### src/rtl/bitwise_logic_seq.sv
// Sliced bitwise logic unit: applies one of eight logic functions to two operands,
// SLICE bits per clock, and reports zero/parity flags of the completed result.
module bitwise_logic_seq #(
    parameter int unsigned WIDTH = 32,
    parameter int unsigned SLICE = 8
) (
    input  logic             clk,
    input  logic             rst_n,
    input  logic             in_valid,
    output logic             in_ready,
    input  logic [WIDTH-1:0] a,
    input  logic [WIDTH-1:0] b,
    input  logic [2:0]       op,
    output logic             out_valid,
    input  logic             out_ready,
    output logic [WIDTH-1:0] y,
    output logic             zero,
    output logic             parity
);

    localparam int unsigned NSLICE = (SLICE == 0) ? 1 : WIDTH / SLICE;
    localparam int unsigned IDXW   = $clog2(NSLICE) + 1;

    if (WIDTH < 1 || SLICE < 1) begin : g_bad_size
        $error("bitwise_logic_seq: WIDTH and SLICE must both be at least 1");
    end
    if (SLICE != 0 && (WIDTH % SLICE) != 0) begin : g_bad_slice
        $error("bitwise_logic_seq: WIDTH must be a multiple of SLICE");
    end

    typedef enum logic [1:0] {
        StIdle,
        StRun,
        StDone
    } state_e;

    state_e            state_q;
    logic [IDXW-1:0]   idx_q;
    logic [WIDTH-1:0]  a_q;
    logic [WIDTH-1:0]  b_q;
    logic [2:0]        op_q;
    logic [WIDTH-1:0]  y_q;
    logic              acc_q;
    logic              zero_q;
    logic              parity_q;
    logic              in_ready_q;
    logic              out_valid_q;

    logic [31:0]       base;
    logic [SLICE-1:0]  a_sl;
    logic [SLICE-1:0]  b_sl;
    logic [SLICE-1:0]  res_sl;
    logic [WIDTH-1:0]  slice_mask;
    logic [WIDTH-1:0]  y_next;
    logic              acc_next;
    logic              last_slice;

    // Shift-based slicing keeps the variable select free of width truncation.
    always_comb begin
        base       = 32'(idx_q) * SLICE;
        a_sl       = SLICE'(a_q >> base);
        b_sl       = SLICE'(b_q >> base);
        slice_mask = WIDTH'({SLICE{1'b1}}) << base;
        last_slice = (idx_q == IDXW'(NSLICE - 1));
    end

    always_comb begin
        res_sl = '0;
        unique case (op_q)
            3'b000: res_sl = a_sl & b_sl;
            3'b001: res_sl = a_sl | b_sl;
            3'b010: res_sl = a_sl ^ b_sl;
            3'b011: res_sl = ~(a_sl | b_sl);
            3'b100: res_sl = ~(a_sl ^ b_sl);
            3'b101: res_sl = ~(a_sl & b_sl);
            3'b110: res_sl = a_sl & ~b_sl;
            3'b111: res_sl = a_sl;
            default: res_sl = '0;
        endcase
    end

    always_comb begin
        y_next   = (y_q & ~slice_mask) | (WIDTH'(res_sl) << base);
        acc_next = acc_q ^ (^res_sl);
    end

    always_ff @(posedge clk or negedge rst_n) begin
        if (!rst_n) begin
            state_q     <= StIdle;
            idx_q       <= '0;
            a_q         <= '0;
            b_q         <= '0;
            op_q        <= '0;
            y_q         <= '0;
            acc_q       <= 1'b0;
            zero_q      <= 1'b0;
            parity_q    <= 1'b0;
            in_ready_q  <= 1'b1;
            out_valid_q <= 1'b0;
        end else begin
            unique case (state_q)
                StIdle: begin
                    if (in_valid) begin
                        a_q        <= a;
                        b_q        <= b;
                        op_q       <= op;
                        idx_q      <= '0;
                        y_q        <= '0;
                        acc_q      <= 1'b0;
                        in_ready_q <= 1'b0;
                        state_q    <= StRun;
                    end
                end
                StRun: begin
                    y_q   <= y_next;
                    acc_q <= acc_next;
                    if (last_slice) begin
                        zero_q      <= (y_next == '0);
                        parity_q    <= acc_next;
                        out_valid_q <= 1'b1;
                        state_q     <= StDone;
                    end else begin
                        idx_q <= idx_q + IDXW'(1);
                    end
                end
                StDone: begin
                    if (out_ready) begin
                        out_valid_q <= 1'b0;
                        in_ready_q  <= 1'b1;
                        state_q     <= StIdle;
                    end
                end
                default: begin
                    state_q     <= StIdle;
                    in_ready_q  <= 1'b1;
                    out_valid_q <= 1'b0;
                end
            endcase
        end
    end

    assign in_ready  = in_ready_q;
    assign out_valid = out_valid_q;
    assign y         = y_q;
    assign zero      = zero_q;
    assign parity    = parity_q;

endmodule

### config.mk
export PLATFORM = sky130hd
export DESIGN_NAME = bitwise_logic_seq
export DESIGN_NICKNAME = d
export VERILOG_FILES = /design/src/rtl/bitwise_logic_seq.sv
export SDC_FILE = /design/constraint.sdc
export NUM_CORES = 1
export LEC_CHECK = 0
export ABC_CLOCK_PERIOD_IN_PS = 4840
export BUFFER_PORTS_ARGS = -buffer_cell sky130_fd_sc_hd__buf_4
export CELL_PAD_IN_SITES_DETAIL_PLACEMENT = 1
export CELL_PAD_IN_SITES_GLOBAL_PLACEMENT = 2
export CORE_ASPECT_RATIO = 2
export CORE_MARGIN = 3
export CORE_UTILIZATION = 37
export DETAILED_ROUTE_END_ITERATION = 8
export GPL_ROUTABILITY_DRIVEN = 1
export MAX_ROUTING_LAYER = met4
export PLACE_DENSITY_LB_ADDON = 0.3
export SETUP_SLACK_MARGIN = 0.15
export SYNTH_ARGS = -nofsm -noshare
export SYNTH_HDL_FRONTEND = slang
export SYNTH_SLANG_ARGS = --single-unit
### constraint.sdc
create_clock -name clk -period 4.84 [get_ports clk]
set_input_delay 0.968 -clock clk [delete_from_list [all_inputs] [get_ports clk]]
set_output_delay 0.968 -clock clk [all_outputs]
set_load 0.005 [all_outputs]
==> impl_metrics.env, run 1 <==
export IMPL_synth_mux_area_fraction_pct=16.7
export IMPL_timing_critical_path_to_type="flip-flop"
export IMPL_crit_reg2reg_capture="zero"
export IMPL_yosys_register_bits=109
export IMPL_mean_instance_size_in_the_synthesized_netlist_um2=11.1
export IMPL_dpl_worst_slack_ps=765
export IMPL_synth_commonest_cells="sky130_fd_sc_hd__dfrtp_1, sky130_fd_sc_hd__mux2_2, sky130_fd_sc_hd__nand2_1"
export IMPL_place_detailed_instances=818
export IMPL_syn_instance_count=537
export IMPL_final_critical_path_setup_slack_ps=725
export IMPL_synth_most_common_cell="sky130_fd_sc_hd__dfrtp_1"
export IMPL_detail_route_wirelength_um=16900
export IMPL_clock_insertion_delay_worst_skew_ps=360
export IMPL_result_of_the_run="completed"
export IMPL_postSynthNetCount=637
export IMPL_placeableCoreArea_um2=15900
export IMPL_synthDominantCellAreaShare_pct=45.1
export IMPL_synth_cell_types=67
export IMPL_crit_path_start_kind="flip-flop"
export IMPL_port_buffers=106
export IMPL_dominant_combinational_cell_family_by_area_after_synthesis="multiplexers"
export IMPL_maxSlewViolCount=0
export IMPL_met1_length_um=6190
export IMPL_synth_largest_area_cell="sky130_fd_sc_hd__dfrtp_1"
export IMPL_dieHeight_um=186
export IMPL_finalHoldViolations=0
export IMPL_die_x_extent_um=95.9
export IMPL_max_cap_violations=0
export IMPL_number_of_levels_in_the_clock_h_tree=3
export IMPL_post_synth_xor_area_fraction_pct=1.30
export IMPL_overflow=0
export IMPL_worst_ep_arrival_time_ps=4330
export IMPL_achievable_frequency_mhz=243
export IMPL_post_synth_fa_ha_maj_area_fraction_pct=6.06
export IMPL_highest_layer="met4"
export IMPL_tritoncts_num_buffers=9
export IMPL_final_min_period_over_clock_period_pct=85.0
export IMPL_cts_hold_buf=0
export IMPL_first_global_vias=5208
export IMPL_postSynth_topFlopCell="sky130_fd_sc_hd__dfrtp_1"
export IMPL_register_area_um2=2730
export IMPL_rsz_0062_raised_after_global_routing="no"
export IMPL_global_route_usage_total_pct=20.8
export IMPL_number_of_cells_traversed_by_the_worst_register_to_register_path=13
export IMPL_initial_core_util_pct=37.8
export IMPL_route_vias_total=4667
export IMPL_multiInputGateArea_um2=3000
export IMPL_leakage_power_summed_over_all_cells_nw=3.29
export IMPL_nets_final=728
export IMPL_critical_path_class="flip-flop to flip-flop"
export IMPL_yosys_top_cells_area="sky130_fd_sc_hd__dfrtp_1, sky130_fd_sc_hd__mux2_2, sky130_fd_sc_hd__ha_1, sky130_fd_sc_hd__a22o_1, sky130_fd_sc_hd__mux2i_1"
export IMPL_wire_length_of_the_first_global_routing_pass_um=27200
export IMPL_dr_wl_met2_um=9420
export IMPL_num_fill_cells=1772
export IMPL_place_area_um2=6910
export IMPL_worstPathRequired_ps=5060
export IMPL_reg2reg_setup_slack_ps=720
export IMPL_max_vdd_ir_drop_mv=0.413
export IMPL_area_growth_synth_to_final_pct=20.3
export IMPL_setup_viol=0
export IMPL_slew_limit_headroom_pct=13.6
export IMPL_synth_compound_area_share_pct=14.9
export IMPL_io_pins=107
export IMPL_detailroute_wirelength_met3_um=618
export IMPL_hold_start="b_q[0]"
export IMPL_placementRows=65
export IMPL_tritoncts_num_sinks=109
export IMPL_finish_instance_area_um2=7200
export IMPL_p_per_area_nw_per_um2=862
export IMPL_wl_per_cell_um=20.3
export IMPL_postCtsResizedCells=0
export IMPL_place_gp_congestion=0.871
export IMPL_pin_count_of_the_biggest_net_entering_global_routing=81
export IMPL_ys_async_sr_fraction_pct=100
export IMPL_synthesis_area_um2=5990
export IMPL_synth_yosys_seq_area_share_pct=45.6
export IMPL_tightestPinTransition_ps=1290
export IMPL_worstHoldPathType="flip-flop to flip-flop"
export IMPL_synth_warning_count=0
export IMPL_drive_above_1_share_pct=33.5
export IMPL_first_iter_violations=188
export IMPL_count_of_antenna_violating_nets_left_after_detailed_routing=0
export IMPL_cp_max_fo=27
export IMPL_totalNegativeSetupSlack_ps=0
export IMPL_cts_buffer_depth=2
export IMPL_worst_flop_to_flop_path_startpoint="idx_q[0]"
export IMPL_final_min_clock_period_ps=4120
export IMPL_root_buffer="sky130_fd_sc_hd__clkbuf_16"
export IMPL_finalCoreUtilization_pct=45.4
export IMPL_die_area_um2=17800
export IMPL_min_to="b_q[0]"
export IMPL_finalClockSkew_ps=12.0
export IMPL_antenna_cells=0
export IMPL_synth_simple_gate_area_share_pct=11.1
export IMPL_grt_antenna_before_repair=0
export IMPL_worst_setup_hold_path_clk_slew_ps=80
export IMPL_synth_edff_count=0
export IMPL_drt_pre_antenna_iters=4
export IMPL_post_cts_repair_setup_buffers=0
export IMPL_instances_no_fill=834
export IMPL_route_detailed_drc=0
export IMPL_hpwl_um=12900
export IMPL_cts_tree="done"
export IMPL_hold_path_cell_cnt=1
export IMPL_detail_route_vias_per_cell=5.60
==> worst max path at each step <==
stage / from / end / slack, ps / cells past startpoint
6_report: idx_q[0] / zero / 720 / 13
5_1_grt: idx_q[0] / zero / 470 / 14
4_1_cts: idx_q[0] / zero / 750 / 14
3_5_place_dp: idx_q[0] / zero / 760 / 14
3_3_place_gp: idx_q[0] / zero / 1010 / 13
2_1_floorplan: idx_q[0] / zero / 1390 / 17
==> worst max-delay path, cell delays in order (launching register included) <==
cell	delay, ps
sky130_fd_sc_hd__dfrtp_2	800
sky130_fd_sc_hd__buf_4	280
sky130_fd_sc_hd__nor2b_1	60
sky130_fd_sc_hd__a211oi_1	230
sky130_fd_sc_hd__a21oi_1	110
sky130_fd_sc_hd__nand2_1	220
sky130_fd_sc_hd__ha_1	270
sky130_fd_sc_hd__o21ai_0	170
sky130_fd_sc_hd__a222oi_1	130
sky130_fd_sc_hd__a21oi_1	650
sky130_fd_sc_hd__or2_2	260
sky130_fd_sc_hd__nor4_2	50
sky130_fd_sc_hd__a2111oi_0	550
sky130_fd_sc_hd__o31ai_1	170
==> report_power, final <==
part	switching [mW]	total [mW]	internal, mW
logic	2.05	3.74	1.69
clock network	0.370	0.732	0.361
registers	0.401	1.73	1.33
total	2.83	6.20	3.38
==> cells in the final DEF (no fill, tap or decap), types with 5 or more instances in the layout <==
master / instances
sky130_fd_sc_hd__a211oi_1: 11
sky130_fd_sc_hd__a21oi_1: 22
sky130_fd_sc_hd__a22o_1: 28
sky130_fd_sc_hd__a22oi_1: 6
sky130_fd_sc_hd__and2_1: 6
sky130_fd_sc_hd__buf_4: 112
sky130_fd_sc_hd__clkbuf_16: 9
sky130_fd_sc_hd__dfrtp_1: 107
sky130_fd_sc_hd__ha_1: 29
sky130_fd_sc_hd__inv_1: 23
sky130_fd_sc_hd__mux2_2: 66
sky130_fd_sc_hd__mux2i_1: 12
sky130_fd_sc_hd__mux4_2: 5
sky130_fd_sc_hd__nand2_1: 31
sky130_fd_sc_hd__nand2b_1: 7
sky130_fd_sc_hd__nor2_1: 25
sky130_fd_sc_hd__nor2b_1: 10
sky130_fd_sc_hd__nor3_1: 11
sky130_fd_sc_hd__o21ai_0: 18
sky130_fd_sc_hd__o22ai_1: 5
sky130_fd_sc_hd__or3_1: 6
sky130_fd_sc_hd__xnor2_1: 5
==> final cells by class <==
class | count | area share [%]
clock buffers | 10 | 3.18
clock inverters | 6 | 0.782
inverters | 24 | 1.25
multi-input cells | 372 | 41.7
flip-flops and latches | 109 | 37.9
well taps | 201 | 3.49
repair buffers | 112 | 11.7
==> kinds of logic after synthesis <==
family                   count (synthesis)
AO/OA/AOI/OAI                          124
XOR/XNOR                                 8
adder cells (fa/ha/maj)                 29
buffers and inverters                   56
flip-flops                             109
multiplexers                            84
AND/OR/NAND/NOR                        127
==> flip-flops by register name, indices dropped and copies added (netlist names) <==
signal,count
in_ready,1
zero,1
a_q,32
parity,1
acc_q,1
out_valid,1
y,32
b_q,32
idx_q,3
state_q,2
op_q,3
==> layer usage <==
layer	track usage, %	vias to the layer above
li1	-	2143
met1	21.4	2357
met2	36.9	121
met3	3.44	46
met4	10.8	0
met5	-	-
==> stage by stage <==
stage	power (mW)	hold WS, ps
CTS	6.27	505
global placement	5.32	484
floorplan	4.39	472
detailed placement	5.52	489
finish	6.20	502
global route	6.73	525
(Power assumes the default switching activity.)
==> run 2: changes to the inputs <==
--- a/config.mk
+++ b/config.mk
@@ -15,7 +15,7 @@
 export DETAILED_ROUTE_END_ITERATION = 8
 export GPL_ROUTABILITY_DRIVEN = 1
 export MAX_ROUTING_LAYER = met4
-export PLACE_DENSITY_LB_ADDON = 0.3
+export PLACE_DENSITY = 0.8
 export SETUP_SLACK_MARGIN = 0.15
 export SYNTH_ARGS = -nofsm -noshare
 export SYNTH_HDL_FRONTEND = slang
==> impl_metrics.env, run 2 (synthesized netlist as in run 1, its figures left out) <==
export IMPL_hpwl_um=13000
export IMPL_min_to="b_q[3]"
export IMPL_io_pins=107
export IMPL_pin_count_of_the_biggest_net_entering_global_routing=81
export IMPL_totalNegativeSetupSlack_ps=0
export IMPL_postCtsResizedCells=0
export IMPL_drive_above_1_share_pct=33.1
export IMPL_max_vdd_ir_drop_mv=0.353
export IMPL_multiInputGateArea_um2=3000
export IMPL_place_gp_congestion=0.820
export IMPL_crit_reg2reg_capture="zero"
export IMPL_drt_pre_antenna_iters=4
export IMPL_slew_limit_headroom_pct=21.6
export IMPL_dieHeight_um=186
export IMPL_count_of_antenna_violating_nets_left_after_detailed_routing=0
export IMPL_tritoncts_num_sinks=109
export IMPL_rsz_0062_raised_after_global_routing="no"
export IMPL_highest_layer="met4"
export IMPL_finalClockSkew_ps=16.4
export IMPL_worstHoldPathType="flip-flop to flip-flop"
export IMPL_leakage_power_summed_over_all_cells_nw=3.27
export IMPL_hold_start="b_q[3]"
export IMPL_initial_core_util_pct=37.8
export IMPL_max_cap_violations=0
export IMPL_critical_path_class="flip-flop to flip-flop"
export IMPL_met1_length_um=6690
export IMPL_cts_buffer_depth=2
export IMPL_area_growth_synth_to_final_pct=19.9
export IMPL_cts_hold_buf=0
export IMPL_post_cts_repair_setup_buffers=0
export IMPL_setup_viol=0
export IMPL_detailroute_wirelength_met3_um=432
export IMPL_instances_no_fill=832
export IMPL_root_buffer="sky130_fd_sc_hd__clkbuf_16"
export IMPL_worst_flop_to_flop_path_startpoint="idx_q[0]"
export IMPL_layout_cells_most_common="sky130_fd_sc_hd__buf_4"
export IMPL_register_area_um2=2730
export IMPL_final_min_period_over_clock_period_pct=85.8
export IMPL_fin_worst_hold_slack_ps=507
export IMPL_global_route_usage_total_pct=21.0
export IMPL_detail_route_vias_per_cell=5.54
export IMPL_detail_route_wirelength_um=17400
export IMPL_placeableCoreArea_um2=15900
export IMPL_num_fill_cells=1769
export IMPL_grt_antenna_before_repair=0
export IMPL_port_buffers=106
export IMPL_placementRows=65
export IMPL_crit_path_start_kind="flip-flop"
export IMPL_p_per_area_nw_per_um2=864
export IMPL_first_iter_violations=196
export IMPL_result_of_the_run="completed"
export IMPL_worst_setup_hold_path_clk_slew_ps=80
export IMPL_nets_final=726
export IMPL_total_power_mw=6.20
export IMPL_clock_insertion_delay_worst_skew_ps=360
export IMPL_tightestPinTransition_ps=1170
export IMPL_antenna_cells=0
export IMPL_reg2reg_setup_slack_ps=690
export IMPL_tritoncts_num_buffers=9
export IMPL_final_min_clock_period_ps=4150
export IMPL_die_area_um2=17800
export IMPL_timing_critical_path_to_type="flip-flop"
export IMPL_place_detailed_instances=816
export IMPL_worst_ep_arrival_time_ps=4380
export IMPL_cp_max_fo=25
export IMPL_overflow=0
export IMPL_achievable_frequency_mhz=241
export IMPL_wl_per_cell_um=20.9
export IMPL_wire_length_of_the_first_global_routing_pass_um=27400
export IMPL_worstPathRequired_ps=5060
export IMPL_finalHoldViolations=0
export IMPL_dr_wl_met2_um=9750
export IMPL_maxSlewViolCount=0
export IMPL_route_vias_total=4613
export IMPL_first_global_vias=5040
export IMPL_number_of_levels_in_the_clock_h_tree=3
export IMPL_number_of_cells_traversed_by_the_worst_register_to_register_path=14
export IMPL_hold_path_cell_cnt=1
export IMPL_top_library_cells_by_usage_in_the_layout_fill_and_taps_aside="sky130_fd_sc_hd__buf_4, sky130_fd_sc_hd__dfrtp_1, sky130_fd_sc_hd__mux2_2, sky130_fd_sc_hd__nand2_1, sky130_fd_sc_hd__ha_1"
export IMPL_route_detailed_drc=0
export IMPL_cts_tree="done"
export IMPL_die_x_extent_um=95.9
run 2: metal layers:
| metal | track usage (%) | up-vias |
|---|---|---|
| li1 | - | 2139 |
| met1 | 23.9 | 2342 |
| met2 | 37.1 | 93 |
| met3 | 2.35 | 39 |
| met4 | 8.21 | 0 |
| met5 | - | - |
run 2: power by group:
part / total (mW) / internal (mW) / switching [mW]
Clock: 0.722 / 0.358 / 0.364
Combinational: 3.71 / 1.68 / 2.03
Sequential: 1.77 / 1.33 / 0.438
run 2: critical path, cell delays in order (launching register included):
cell and delay (ps):
sky130_fd_sc_hd__dfrtp_2 710, sky130_fd_sc_hd__buf_4 410, sky130_fd_sc_hd__nor2b_1 80, sky130_fd_sc_hd__a211oi_1 350
sky130_fd_sc_hd__a21oi_1 170, sky130_fd_sc_hd__nand2_1 170, sky130_fd_sc_hd__inv_1 60, sky130_fd_sc_hd__ha_1 220
sky130_fd_sc_hd__o22ai_1 130, sky130_fd_sc_hd__a222oi_1 160, sky130_fd_sc_hd__a21oi_1 620, sky130_fd_sc_hd__or2_2 250
sky130_fd_sc_hd__nor4_2 50, sky130_fd_sc_hd__a2111oi_0 480, sky130_fd_sc_hd__o31ai_1 150
run 2: worst max-delay path by stage:
stage,from,endpoint,slack (ps),depth (start not counted)
after global placement,idx_q[0],zero,860,13
after global routing,idx_q[0],zero,320,15
after detailed placement,idx_q[0],zero,700,13
after CTS,idx_q[0],zero,680,13
final,idx_q[0],zero,690,14
after floorplan,idx_q[0],zero,1390,17
run 2: metrics by stage:
| step | util, % | area, um2 | setup WS, ps |
|---|---|---|---|
| after floorplan | - | 5990 | 1390 |
| after global placement | 43.5 | 6900 | 861 |
| after detailed placement | 43.5 | 6900 | 704 |
| after CTS | 45.3 | 7180 | 679 |
| after global routing | 45.3 | 7180 | 321 |
| final | 45.3 | 7180 | 686 |
run 2: final cells by class:
cell class              instances  area share (%)
clock buffers                  11            3.24
flip-flops and latches        109            38.0
well taps                     201            3.50
repair buffers                110            11.5
multi-input cells             372            41.8
inverters                      24            1.26
clock inverters                 5           0.628
